### src/rtl/sar_search_controller.sv
// sar_search_controller
// Successive-approximation search FSM. It drives the B operand of a magnitude
// comparator and uses the L/G/E answers to narrow a [lo, hi] window until it
// finds the unknown A, or until the answers become inconsistent. It takes one
// comparator sample per clock. The result, probe count and status stay held
// for the display.

module sar_search_controller #(
   parameter int WIDTH = 4
) (
   input  logic             clk,
   input  logic             rst_n,
   input  logic             start,
   input  logic             cmp_l,
   input  logic             cmp_g,
   input  logic             cmp_e,
   output logic [WIDTH-1:0] guess,
   output logic             busy,
   output logic             done,
   output logic             found,
   output logic             error,
   output logic [WIDTH-1:0] result,
   output logic [WIDTH-1:0] probes
);

   typedef enum logic [1:0] {
      IDLE  = 2'd0,
      PROBE = 2'd1,
      DONE  = 2'd2
   } state_t;

   // lo/hi carry one extra bit so that lo can step past the top of the range
   localparam logic [WIDTH:0] HI_MAX = (WIDTH+1)'((1 << WIDTH) - 1);
   localparam logic [WIDTH:0] ONE_X  = (WIDTH+1)'(1);
   localparam logic [WIDTH:0] ZERO_X = '0;

   state_t           state_q;
   logic [WIDTH:0]   lo_q;
   logic [WIDTH:0]   hi_q;
   logic [WIDTH-1:0] guess_q;
   logic [WIDTH-1:0] result_q;
   logic [WIDTH-1:0] probes_q;
   logic             busy_q;
   logic             done_q;
   logic             found_q;
   logic             error_q;

   logic [WIDTH:0]   guess_ext;
   logic [WIDTH:0]   lo_d;
   logic [WIDTH:0]   hi_d;
   logic             lo_overrun;
   logic             hi_underrun;
   logic [2:0]       cmp_code;

   // Candidate window bounds for the two narrowing answers, plus their sanity checks
   always_comb begin
      guess_ext   = {1'b0, guess_q};
      lo_d        = guess_ext + ONE_X;
      hi_d        = guess_ext - ONE_X;
      lo_overrun  = (lo_d > hi_q);
      hi_underrun = (guess_q == '0) || (hi_d < lo_q);
      cmp_code    = {cmp_l, cmp_g, cmp_e};
   end

   // Search FSM: a start restarts the window, and each PROBE cycle consumes one comparator answer
   always_ff @(posedge clk or negedge rst_n) begin
      if (!rst_n) begin
         state_q  <= IDLE;
         lo_q     <= ZERO_X;
         hi_q     <= HI_MAX;
         guess_q  <= '0;
         result_q <= '0;
         probes_q <= '0;
         busy_q   <= 1'b0;
         done_q   <= 1'b0;
         found_q  <= 1'b0;
         error_q  <= 1'b0;
      end else begin
         case (state_q)
            IDLE, DONE: begin
               if (start) begin
                  state_q  <= PROBE;
                  lo_q     <= ZERO_X;
                  hi_q     <= HI_MAX;
                  guess_q  <= WIDTH'((ZERO_X + HI_MAX) >> 1);
                  probes_q <= '0;
                  busy_q   <= 1'b1;
                  done_q   <= 1'b0;
                  found_q  <= 1'b0;
                  error_q  <= 1'b0;
               end
            end
            PROBE: begin
               probes_q <= probes_q + WIDTH'(1);
               case (cmp_code)
                  3'b001: begin
                     state_q  <= DONE;
                     busy_q   <= 1'b0;
                     done_q   <= 1'b1;
                     found_q  <= 1'b1;
                     result_q <= guess_q;
                  end
                  3'b010: begin
                     lo_q <= lo_d;
                     if (lo_overrun) begin
                        state_q <= DONE;
                        busy_q  <= 1'b0;
                        done_q  <= 1'b1;
                        error_q <= 1'b1;
                     end else begin
                        guess_q <= WIDTH'((lo_d + hi_q) >> 1);
                     end
                  end
                  3'b100: begin
                     if (hi_underrun) begin
                        state_q <= DONE;
                        busy_q  <= 1'b0;
                        done_q  <= 1'b1;
                        error_q <= 1'b1;
                     end else begin
                        hi_q    <= hi_d;
                        guess_q <= WIDTH'((lo_q + hi_d) >> 1);
                     end
                  end
                  default: begin
                     state_q <= DONE;
                     busy_q  <= 1'b0;
                     done_q  <= 1'b1;
                     error_q <= 1'b1;
                  end
               endcase
            end
            default: begin
               state_q <= IDLE;
               busy_q  <= 1'b0;
            end
         endcase
      end
   end

   assign guess  = guess_q;
   assign busy   = busy_q;
   assign done   = done_q;
   assign found  = found_q;
   assign error  = error_q;
   assign result = result_q;
   assign probes = probes_q;

endmodule
### config.mk
export PLATFORM = sky130hd
export DESIGN_NAME = sar_search_controller
export DESIGN_NICKNAME = d
export VERILOG_FILES = /design/src/rtl/sar_search_controller.sv
export SDC_FILE = /design/constraint.sdc
export NUM_CORES = 1
export LEC_CHECK = 0
export CAP_MARGIN = 20
export CORE_MARGIN = 4
export CORE_UTILIZATION = 40
export DETAILED_ROUTE_END_ITERATION = 8
export GPL_ROUTABILITY_DRIVEN = 0
export PLACE_DENSITY = 0.6
export SYNTH_ARGS = -nofsm -noshare
export SYNTH_HDL_FRONTEND = slang
export SYNTH_SLANG_ARGS = --single-unit
### constraint.sdc
create_clock -name clk -period 7.7 [get_ports clk]
set_input_delay 1.54 -clock clk [delete_from_list [all_inputs] [get_ports clk]]
set_output_delay 1.54 -clock clk [all_outputs]
set_load 0.02 [all_outputs]
* Yosys cells after proc, flatten, opt, wreduce, memory -nomap -nowiden
Index checks and enable logic that the tools add are counted.
** Word-level totals
- Register bits after elaboration :: 28
- Input bits :: 6
- Output and inout bits :: 16
- Logic and storage cells :: 80
** Cells by class
- Add/subtract/negate cells :: 5
- Order comparisons :: 2
- Equality and inequality tests :: 16
- Mux-type cells :: 33
- Reduce and logical (&&, ||, !) cells :: 14
** Operators by type and width (number)
- $mux W5 :: 5
- $pmux W4 S2 :: 3
- $pmux W5 S2 :: 2
- $mux W4 :: 4
- $ne A3 B3 Y1 const B :: 4
- $pmux W1 S2 :: 6
- $add A5 B5 Y5 :: 2
- $reduce_and A5 Y1 :: 2
- $reduce_and A3 Y1 :: 3
- $ne A2 B2 Y1 const B :: 4
- $pmux W2 S2 :: 2
- $reduce_and A4 Y1 :: 2
- $mux W1 :: 7
- $mux W2 :: 3
- $add A4 B1 Y5 const B :: 1
- $gt A5 B5 Y1 :: 1
- $lt A5 B5 Y1 :: 1
- $sub A4 B1 Y5 const B :: 1
- $add A4 B1 Y4 const B :: 1
- $logic_not A4 Y1 :: 1
- $ne A2 B1 Y1 const B :: 2
- $reduce_and A2 Y1 :: 2
- $eq A3 B1 Y1 const B :: 1
- $eq A3 B2 Y1 const B :: 1
- 9 further kinds :: 9

* Longest topological paths before layout
- Word-level depth :: 6
- Gate-level depth with buffers :: 9

* Least setup slack after synthesis
Ideal clock, no wire load.
- Path kind :: input -> register
- Start point :: in cmp_g
- End point :: reg guess_q[3] (netlist: guess[3])
- Setup time :: 0.092 ns
- Arrival time :: 2.700 ns
- Required time :: 7.608 ns
- Path slack :: 4.909 ns
- Stages on the path :: 5
- Path buffers :: 0
- Cells stage by stage :: or3b_4 -> a211o_1 -> a21oi_4 -> a21oi_4 -> o31ai_2
** On the way
- Longest elaborated chain between the ends :: 3
- Elaborated cells on any way between the ends :: 8
- Those cells by class :: 5 x eq/ne; 2 x mux; 1 x reduce/logical
** Ends and longest elaborated chain
- start, declared :: line 15 : input logic cmp_g,
- $eq A3 B3 Y1 / $eq A3 B2 Y1 (equally long branches) :: line 95 : case (cmp_code)
- $pmux W4 S2 (tied with other cells) :: line 95
- $pmux W4 S2 / $reduce_and A5 Y1 (equally long branches)
- end signal, assigned :: line 85 : guess_q <= WIDTH'((ZERO_X + HI_MAX) >> 1);
- end signal, assigned :: line 111 : guess_q <= WIDTH'((lo_d + hi_q) >> 1);
- end signal, assigned :: line 122 : guess_q <= WIDTH'((lo_q + hi_d) >> 1);
- end, declared :: line 40 : logic [WIDTH-1:0] guess_q;
Several ways; a longest one is shown, not always the timed one.
A chain may end at the register's enable or synchronous reset.

* Final worst setup path
- Start point :: in cmp_l
- End point :: reg guess_q[3] (netlist: guess[3])
** On the way
- Longest elaborated chain between the ends :: 3
- Elaborated cells on any way between the ends :: 8
- Those cells by class :: 5 x eq/ne; 2 x mux; 1 x reduce/logical
** Ends and longest elaborated chain
- start, declared :: line 14 : input logic cmp_l,
- $eq A3 B3 Y1 / $eq A3 B2 Y1 (equally long branches) :: line 95
- $pmux W4 S2 (tied with other cells) :: line 95
- $pmux W4 S2 / $reduce_and A5 Y1 (equally long branches)
Several ways; a longest one is shown, not always the timed one.

==> summary.txt <==
STA
  – Slew Viols, Final: 0
  – Least-Margin Pin Slew: 0.7221 ns
  – Setup Skew: roughly 0.0024 ns
  – Crit path time final: between 3 and 4 ns
  – Hold Violations, Final: 0
  – Final Cycle Share: 40.63%
  – Slew headroom: 51.75%
  – Achievable clock frequency: 319.7 MHz
  – RSZ-0062 raised after global routing: false
  – TNS Setup: 0 ns
  – Final setup fails: 0

Die
  – Initial Utilization: around 42%
  – Die height: between 70 and 80 um
  – Floorplan row count: 24
  – Die Area: 5866 um^2
  – Core area: 4444 um^2
  – Chip width: about 77 um
  – I/O Pins: 22

Clocking
  – Cts bufs inserted: 3
  – Reg clk slew, reported paths: 0.10 ns
  – Post-CTS Setup Inserts: 0
  – Clock latency on the worst-skew pair: ~0.28 ns
  – Post-CTS Hold Fix Bufs: 0
  – Post-cts repair resize count: 0
  – CTS root buffer: clkbuf_8
  – Bufs on Longest Clock Path: 2
  – H-tree levels: 1
  – CTS tree: done
  – CTS sink count: 28

Synth
  – Synthesized flop and latch total: 28
  – Synthesized Nets: 220
  – Mapped Area: 1882 um^2
  – Syn Inst Count: 190
  – Syn Area/Cell: 9.904 um^2
  – Seq/Total Area, Yosys: 37.50%
  – Unique cell type count in the Yosys netlist: 51
  – Warnings from Yosys: 0

Worst setup path
  – Critical Path End Type: flop
  – CP arrival: 3.32 ns
  – Worst Path Required: between 7 and 8 ns
  – CP Max Fanout: 6
  – WS Path Type: input pin to flop
  – Startpoint Class: input pin

Final layout
  – N_diodes: 0
  – Nets: 243
  – Cell area after layout: 2210 um^2
  – Area Overhead vs Synth: 17.42%
  – Ratio of cells with drive above 1 in the final layout: 9.434%

Power
  – Pwr Total: 0.8127 mW
  – Pleak: roughly 1.0 nW
  – P per Cell Area: 367.8 nW/um^2
  – VDD IR-drop max: approximately 0.00018 V

Global routing
  – Initial antenna violation count: 0
  – First-pass GRT wire length: roughly 7.4 mm
  – Largest net degree at the start of global routing: 29
  – Vias in the first global route: 1486
  – Total GRT Usage: 15.48%
  – GRT overflow: 0

Detailed routing
  – Iter 0 DRT Violations: 93
  – Vias/cell: 5.534
  – WL/cell: 16.72 um
  – DRC: 0
  – Routed via count: 1461
  – Initial DRT Pass Iterations: 4
  – Routed WL: 4.413 mm
  – Detail Route Antenna Nets: 0

Worst hold path
  – Hold Crit Class: flop to flop

Run
  – Max-cap violations: 0

Placement
  – Dpl hpwl: roughly 3.5 mm
  – Port Buffers: 21
  – Post-DP Area: 2138 um^2

Outcome
  – Status: completed
-- cells by family after synthesis --
family | count (synthesis) | share of synthesized area (%)
AND/OR/NAND/NOR | 63 | 17.09
adder cells (fa/ha/maj) | 24 | 16.76
multiplexers | 6 | 3.324
AO/OA/AOI/OAI | 43 | 17.69
flip-flops | 28 | 37.50
XOR/XNOR | 7 | 3.258
buffers and inverters | 19 | 4.388
-- flip-flops by register name (all words and copies together) (netlist names) --
register  flops
busy          1
done          1
error         1
found         1
guess         4
hi_q          5
lo_q          5
probes        4
result        4
state_q       2
-- layer usage --
layer	share of wire [%]	vias up	GRT usage [%]
li1	-	710	-
met1	46	713	20.15
met5	0	-	0
met3	4.0	4	2.482
met4	0.70	0	2.717
met2	49	34	27.24
-- synth_stat cells (all sizes together) --
library cell	instances	area share (%)
and3	2	0.73
dfrtp	24	32
and2b	1	0.40
and2	1	0.33
a311oi	1	0.47
nand3	4	1.1
a211o	2	0.93
and4b	1	0.53
clkbuf	4	1.4
a211oi	1	0.40
or2	2	0.66
nor3b	2	0.80
nand2b	6	2.0
a21o	3	1.3
nor4	1	0.33
nor2	11	2.2
a22o	2	0.93
dfstp	4	5.6
o221ai	1	0.47
o21ai	8	2.3
o211a	1	0.53
nor2b	2	0.66
a221oi	2	0.93
nand4b	1	0.47
inv	15	3.0
ha	22	15
a31oi	3	1.0
mux2	2	1.2
o211ai	2	0.80
or3b	2	1.1
a21boi	1	0.60
o2111ai	1	0.80
a21oi	9	3.6
nor3	5	1.3
xor2	5	2.3
fa	2	2.1
nand2	21	4.2
mux2i	4	2.1
o21a	2	0.80
o31ai	4	1.9
xnor2	2	0.93
nand4	1	0.33
-- per-stage QoR --
step	setup WS, ns	hold WS (ns)	utilization [%]	instances
global placement	4.351	0.4607	48.11	260
floorplan	4.909	0.4498	-	190
finish	4.572	0.4842	49.72	264
detailed placement	4.289	0.4640	48.11	260
CTS	4.561	0.4887	49.72	264
global route	4.418	0.5111	49.72	264
-- cell usage in the layout, fill, tap and decap left out, drive strengths merged, types with 3 or more instances in the layout --
cell	Yosys	layout
clkbuf	4	3
xor2	5	5
clkdlybuf4s50	0	21
a21o	3	3
nor2	11	11
mux2i	4	4
a31oi	3	3
o31ai	4	4
nor3	5	5
nand2	21	21
nand3	4	4
dfrtp	24	24
nand2b	6	6
o21ai	8	8
dfstp	4	4
a21oi	9	9
inv	15	15
ha	22	22
-- where the power goes --
| part | internal [mW] | switching, mW |
|---|---|---|
| clock | 0.0697 | 0.0475 |
| sequential | 0.191 | 0.0453 |
| combinational | 0.197 | 0.262 |
| total | 0.458 | 0.355 |
-- cell type report --
class                   instances  area (um^2)
fillers                       417         2235
multi-input cells             143         1094
flip-flops and latches         28        705.7
repair buffers                 22        217.7
well taps                      52        65.06
inverters                      15        56.30
clock buffers                   3        41.29
clock inverters                 1        30.03
-- path summary, 6_finish.rpt --
path                       slack (ns)  cells past startpoint        to      from
setup / recovery                 4.57                      6  guess[3]     cmp_l
hold / removal                   0.48                      2     found     found
setup reg to reg                 4.61                      9     error  guess[0]
hold reg to reg                  0.48                      2     found     found
max in group asynchronous        5.76                      2   hi_q[3]     rst_n
min in group asynchronous        1.63                      2   lo_q[1]     rst_n
-- critical path, stage by stage --
cell	delay, ns
clkdlybuf4s50_1	0.51
or3b_4	0.42
a211o_1	0.29
a21oi_4	0.22
a21oi_4	0.09
o31ai_2	0.25
No activity file was read; power rests on OpenSTA's default activity.
